`config.mk`:
```
export PLATFORM = sky130hd
export DESIGN_NAME = mem_bus_arbiter
export DESIGN_NICKNAME = d
export VERILOG_FILES = /design/src/rtl/mem_bus_arbiter.sv
export SDC_FILE = /design/constraint.sdc
export NUM_CORES = 1
export LEC_CHECK = 0
export CORE_AREA = 5 5 115 117
export CTS_CLUSTER_DIAMETER = 50
export CTS_CLUSTER_SIZE = 30
export DETAILED_ROUTE_END_ITERATION = 8
export DIE_AREA = 0 0 120 122
export PLACE_DENSITY = 0.63
export SKIP_CTS_REPAIR_TIMING = 1
export SYNTH_ARGS = -nofsm -noshare
export SYNTH_HDL_FRONTEND = slang
export SYNTH_SLANG_ARGS = --single-unit
```
`constraint.sdc`:
```
create_clock -name clk -period 1.95 [get_ports clk]
set_input_delay 0.4875 -clock clk [delete_from_list [all_inputs] [get_ports clk]]
set_output_delay 0.4875 -clock clk [all_outputs]
set_load 0.01 [all_outputs]
```
`src/rtl/mem_bus_arbiter.sv`:
```
// mem_bus_arbiter: round-robin two-master arbiter for one memory port, with slave timeout and holdoff
module mem_bus_arbiter #(
  parameter int ADDR_WIDTH     = 32,
  parameter int DATA_WIDTH     = 32,
  parameter int TIMEOUT_CYCLES = 255
) (
  input  logic                  clk,
  input  logic                  rst_n,
  input  logic                  m0_read,
  input  logic                  m0_write,
  input  logic [ADDR_WIDTH-1:0] m0_address,
  input  logic [DATA_WIDTH-1:0] m0_write_data,
  output logic [DATA_WIDTH-1:0] m0_read_data,
  output logic                  m0_response,
  output logic                  m0_error,
  input  logic                  m1_read,
  input  logic                  m1_write,
  input  logic [ADDR_WIDTH-1:0] m1_address,
  input  logic [DATA_WIDTH-1:0] m1_write_data,
  output logic [DATA_WIDTH-1:0] m1_read_data,
  output logic                  m1_response,
  output logic                  m1_error,
  output logic                  s_read,
  output logic                  s_write,
  output logic [ADDR_WIDTH-1:0] s_address,
  output logic [DATA_WIDTH-1:0] s_write_data,
  input  logic [DATA_WIDTH-1:0] s_read_data,
  input  logic                  s_response
);
  localparam int CW = TIMEOUT_CYCLES > 1 ? $clog2(TIMEOUT_CYCLES) : 1;
  typedef enum logic [1:0] {IDLE, GRANT0, GRANT1, HOLDOFF} state_t;
  state_t          state;
  logic            last_grant;
  logic [CW-1:0]   cnt;
  logic            req0, req1, g0, g1, granted, timeout, done, sel;
  assign req0    = m0_read | m0_write;
  assign req1    = m1_read | m1_write;
  assign g0      = state == GRANT0;
  assign g1      = state == GRANT1;
  assign granted = g0 | g1;
  // a same-cycle slave response beats timeout expiry
  assign timeout = granted && !s_response && TIMEOUT_CYCLES != 0 && cnt == CW'(TIMEOUT_CYCLES - 1);
  assign done    = granted && (s_response || timeout);
  assign sel     = req1 && (!req0 || !last_grant);
  always_comb begin
    s_write      = g0 ? m0_write : g1 ? m1_write : 1'b0;
    s_read       = g0 ? m0_read & ~m0_write : g1 ? m1_read & ~m1_write : 1'b0;
    s_address    = g0 ? m0_address : g1 ? m1_address : '0;
    s_write_data = g0 ? m0_write_data : g1 ? m1_write_data : '0;
    m0_response  = g0 & done;
    m1_response  = g1 & done;
    m0_error     = g0 & timeout;
    m1_error     = g1 & timeout;
    m0_read_data = (g0 & s_response) ? s_read_data : '0;
    m1_read_data = (g1 & s_response) ? s_read_data : '0;
  end
  always_ff @(posedge clk or negedge rst_n) begin
    if (!rst_n) begin
      state      <= IDLE;
      last_grant <= 1'b1;
      cnt        <= '0;
    end else begin
      case (state)
        IDLE: if (req0 | req1) begin
          state      <= sel ? GRANT1 : GRANT0;
          last_grant <= sel;
          cnt        <= '0;
        end
        GRANT0, GRANT1: begin
          state <= done ? HOLDOFF : state;
          cnt   <= done ? '0 : cnt + 1'b1;
        end
        default: state <= IDLE;
      endcase
    end
  end
endmodule
```
## Yosys cells after proc, flatten, opt, wreduce, memory -nomap -nowiden

Cells that the tools add are included.

| word-level totals | value |
|---|---|
| memories | 0 |
| bits of input ports | 167 |
| word-level logic and storage cells | 55 |
| bits in latches | 0 |
| memory bits (read-only) | 0 |
| bits in writable memories | 0 |
| output and inout port bits | 134 |
| register bits after elaboration | 11 |

| operators by class | value |
|---|---|
| equality and inequality tests | 5 |
| $add $sub $neg | 1 |
| multiply operators | 0 |
| shifts and indexed selects | 0 |
| reduce and logical (&&, ||, !) cells | 15 |
| bitwise operators | 14 |
| order comparisons | 0 |
| div/mod/pow operators | 0 |
| muxes and demuxes | 17 |

Operator list:

| cell | count |
|---|---|
| $mux 32 | 6 |
| $mux 8 | 2 |
| $pmux 8 s2 | 1 |
| $add 8x1->8 const B | 1 |
| $and 1x1->1 | 8 |
| $eq 8x8->1 const B | 1 |
| $mux 2 | 3 |
| $reduce_and 2->1 | 3 |
| $logic_and 1x1->1 | 4 |
| $mux 1 | 4 |
| $ne 2x2->1 const B | 2 |
| $or 1x1->1 | 4 |
| $pmux 2 s2 | 1 |
| $logic_not 1->1 | 3 |
| $eq 2x1->1 const B | 1 |
| $eq 2x2->1 const B | 1 |
| $logic_not 2->1 | 1 |
| $logic_or 1x1->1 | 2 |
| $not 1->1 | 2 |
| $reduce_bool 2->1 | 1 |
| $reduce_or 2->1 | 1 |

## Depth between registers and ports, before layout

| logic depth | value |
|---|---|
| depth after elaboration | 8 |
| gate-level depth with buffers | 7 |
| depth with buffers taken out | 6 |

## Worst setup path before layout

Ideal clock, no wire load.

| timing path | value |
|---|---|
| kind | register -> output |
| from | reg state[0] |
| to | out s_address[10] |
| required time | 1462 ps |
| stages on the path, launching flop included | 8 |
| buffers on the path | 3 |
| slack | -33 ps |
| data arrival time | 1496 ps |
| cells stage by stage | dfrtp_1 inv_1 ha_1 clkbuf_1 nor2b_1 buf_2 buf_2 a22o_1 |

| on the way | value |
|---|---|
| word-level cells in the longest chain between the ends | 3 |
| elaborated cells on any way between the ends | 4 |
| classes of those cells | eq/ne (2); mux (2) |

Ends and longest elaborated chain:

| element | line | text |
|---|---|---|
| start, declared | 32 | `state_t state;` |
| start signal, assigned | 65 | `state <= sel ? GRANT1 : GRANT0;` |
| start signal, assigned | 70 | `state <= done ? HOLDOFF : state;` |
| $eq 2x2->1 | 39 | `assign g1 = state == GRANT1;` |
| $mux 32 | 48 | `s_address = g0 ? m0_address : g1 ? m1_address : '0;` |
| $mux 32 (*) | 48 |  |
| end, declared | 25 | `output logic [ADDR_WIDTH-1:0] s_address,` |

Mark *: on every way between the ends. The rest lies on a longest branch, timed or not.

## Worst setup path after layout

| timing path | value |
|---|---|
| from | reg state[0] |
| to | out s_write_data[6] |

| on the way | value |
|---|---|
| word-level cells in the longest chain between the ends | 3 |
| elaborated cells on any way between the ends | 4 |
| classes of those cells | eq/ne (2); mux (2) |

Ends and longest elaborated chain:

| element | line | text |
|---|---|---|
| $eq 2x2->1 | 39 |  |
| $mux 32 | 49 | `s_write_data = g0 ? m0_write_data : g1 ? m1_write_data : '0;` |
| $mux 32 (*) | 49 |  |
| end, declared | 26 | `output logic [DATA_WIDTH-1:0] s_write_data,` |

Marked as above.

==> metrics.md <==
| Metric | Value |
|---|---|
| Outcome | `finished, violations left` |
| Failing checks | `setup timing` |
| Worst r2r path cells | `10` |
| Switching Fraction | `0.4125` |
| Wire per inst | `about 21 um` |
| Non-filler instance count after layout | `740` |
| Power Total | `just under 7 mW` |
| Synth warn | `0` |
| Tmin final | `between 2 and 2.5 ns` |
| # rows | `41` |
| Layout cells sized above 1 | `0.4346` |
| Count of final max-slew check failures | `0` |
| Max frequency | `445.7 MHz` |
| Die ar. | `approximately 15000 sq um` |
| Antenna-violating nets left | `0` |
| Final Core Density | `0.4685` |
| Max FO, Critical Path | `4` |
| Initial antenna violation count | `1` |
| Final setup fails | `roughly 130` |
| HP Class | `reg -> reg` |
| Leakage | `2.795 nW` |
| Post-DP HPWL | `~12000 um` |
| CTS Sinks | `11` |
| GRT overflow | `0` |
| Syn Area/Cell | `approximately 7.6 sq um` |
| CTS tree | `yes` |
| Area of the mapped netlist | `1851 sq um` |
| Vias in the first global route | `~3400` |
| Startpoint types | `register` |
| CORE AREA | `between 10000 and 15000 sq um` |
| Clk slew on worst S/H paths | `0.04 ns` |
| Peak supply drop | `about 0.00065 V` |
| Synth Instances | `between 200 and 250` |
| Ports | `301` |
| Clk Latency, worst-skew pair | `between 0.2 and 0.25 ns` |
| Final Cycle Share | `1.151` |
| Fin area | `5744 sq um` |
| Clock network power share | `0.056` |
| Setup CP Type | `reg -> out` |
| First-iteration detailed-routing DRC count | `between 100 and 150` |
| Die Span X | `roughly 120 um` |
| Comb pwr share | `0.896` |
| WL met3 | `about 1400 um` |
| Area Overhead vs Synth | `210.4%` |
| DP Worst Slack | `-0.6129 ns` |
| Critical Path AT | `approximately 1.8 ns` |
| WL final | `around 16000 um` |
| Hold Violations, Final | `0` |
| IO buf count | `300` |
| Pwr/cell area | `approximately 1200 nW/um^2` |
| Internal power | `approximately 4 mW` |
| Post-Syn Nets | `about 420` |
| Vias/cell | `between 4 and 5` |
| Clock Path Buffers | `2` |
| CTS Buf Count | `3` |
| Worst endpoint required time | `around 1.5 ns` |
| MaxCap Viol Count | `0` |
| Yosys reg bits | `11` |
| Final WS setup | `-0.2936 ns` |
| Hold Path Stages | `1` |
| Vias | `about 3500` |
| First-pass GRT wire length | `between 20000 and 25000 um` |
| DR top layer | `met5` |
| Setup Skew | `between 0.0005 and 0.0006 ns` |
| Placed cells | `711` |
| Routability cong. | `approximately 0.90` |
| Slew headroom | `0.6387` |
| Initial Util | `0.1509` |
| Die height | `about 120 um` |
| Drt pass-1 iters | `4` |
| Placed Area | `5389 sq um` |
| Routed length on met1 | `around 5700 um` |
| Overall Global Routing Usage | `0.1751` |
| Register area share after synthesis | `0.1494` |
| Post-synth cell types | `35` |
| Least-Margin Pin Slew | `between 0.5 and 0.6 ns` |
| Crit path capture type | `output port` |
| Psw | `roughly 2.8 mW` |
| Final net count | `763` |
| DRC viols | `0` |
| # H-tree levels | `1` |
| Largest net degree at the start of global routing | `50` |
| Seq pwr share | `0.048` |
| Clock root cell | `clkbuf_16` |
| RSZ-0062 raised after global routing | `yes` |
| Met2 routed WL | `between 8000 and 9000 um` |
==> final cells by class <==
class	count	area, sq um
sequential	11	276.5
tap	150	187.7
fill	1214	6516
antenna	1	2.502
clock buffer	4	78.83
inverter	5	18.77
timing repair buffer	370	3517
multi-input combinational	199	1663
==> cell families after synthesis <==
| logic type | synth area share |
|---|---|
| and+or+nand+nor | 0.3178 |
| DFF | 0.1494 |
| adders and majority gates | 0.04057 |
| buffers and inverters | 0.07370 |
| muxes | 0.02231 |
| AOI/OAI and AO/OA | 0.3962 |
==> cells in the mapped netlist <==
cell	number	share of area
o21ai_1	2	0.0054
or2_2	1	0.0034
o21a_2	1	0.0047
o21ai_0	4	0.011
o21a_1	1	0.0041
o22ai_1	1	0.0034
nand3b_1	3	0.012
nand3_1	5	0.014
o2bb2ai_1	1	0.0047
a31oi_1	2	0.0068
dfstp_2	1	0.014
a21oi_1	4	0.011
and3_1	66	0.22
nand2_1	11	0.022
nand4_2	1	0.0068
a32o_1	1	0.0054
a31o_2	1	0.0047
mux2i_1	3	0.016
and3_2	1	0.0041
ha_1	6	0.041
or3_1	1	0.0034
a22o_1	64	0.30
a2bb2oi_1	1	0.0047
dfrtp_1	10	0.14
nor3_1	1	0.0027
clkbuf_1	22	0.045
o21ai_2	1	0.0047
o31ai_1	3	0.012
buf_2	7	0.019
mux2_1	1	0.0061
nor2_1	7	0.014
o211a_1	2	0.011
and4_2	1	0.0054
nor2b_1	2	0.0068
inv_1	5	0.010
==> routing by layer <==
layer / vias to the layer above / global-route usage
li1: 1653 / -
met1: 1643 / 0.1910
met2: 164 / 0.3319
met3: 18 / 0.05989
met4: 2 / 0.02863
met5: - / 0
==> state kept, by name, summed over array words and instances, names as in the netlist <==
register / count
cnt: 8
last_grant: 1
state: 2
==> per-stage QoR <==
stage / TNS [ns] / hold slack (ns)
2_1_floorplan: 0 / 0.1919
3_5_place_dp: -56.76 / 0.4911
5_1_grt: -33.21 / 0.5146
6_report: -25.21 / 0.4937
3_3_place_gp: -54.01 / 0.4722
4_1_cts: -77.83 / 0.4987
==> path summary, 6_finish.rpt <==
kind	end	slack [ns]	startpoint
max in group asynchronous	last_grant$_DFFE_PN1P_	0.98	rst_n
setup reg to reg	cnt[3]$_DFFE_PN0P_	0.11	state[0]$_DFFE_PN0P_
min in group asynchronous	cnt[0]$_DFFE_PN0P_	0.60	rst_n
hold / removal	cnt[7]$_DFFE_PN0P_	0.49	cnt[7]$_DFFE_PN0P_
hold reg to reg	cnt[7]$_DFFE_PN0P_	0.49	cnt[7]$_DFFE_PN0P_
setup / recovery	s_write_data[6]	-0.29	state[0]$_DFFE_PN0P_
==> critical path, stage by stage, from the launching register on <==
cell       delay, ns
dfrtp_1         0.41
buf_6           0.13
ha_4            0.16
nor2b_4         0.18
buf_12          0.13
clkbuf_16       0.13
buf_4           0.11
a22o_1          0.12
buf_2           0.14
==> placed cells by master (no fill, tap or decap), types with 10 or more instances in the layout <==
cell,instances
clkbuf_16,11
a22o_1,64
dfrtp_1,10
and3_4,33
buf_2,42
clkdlybuf4s50_1,165
clkbuf_2,43
and3_1,33
buf_4,35
buf_12,11
buf_6,61
nand2_1,11
==> power groups by stage <==
stage | clock network, mW | logic, mW | registers, mW
3_5_place_dp | 0 | 5.46 | 0.330
2_1_floorplan | 0 | 2.21 | 0.330
3_3_place_gp | 0 | 5.42 | 0.326
5_1_grt | 0.408 | 6.44 | 0.339
4_1_cts | 0.391 | 5.49 | 0.327
6_report | 0.383 | 6.12 | 0.331
(Power assumes the default switching activity.)
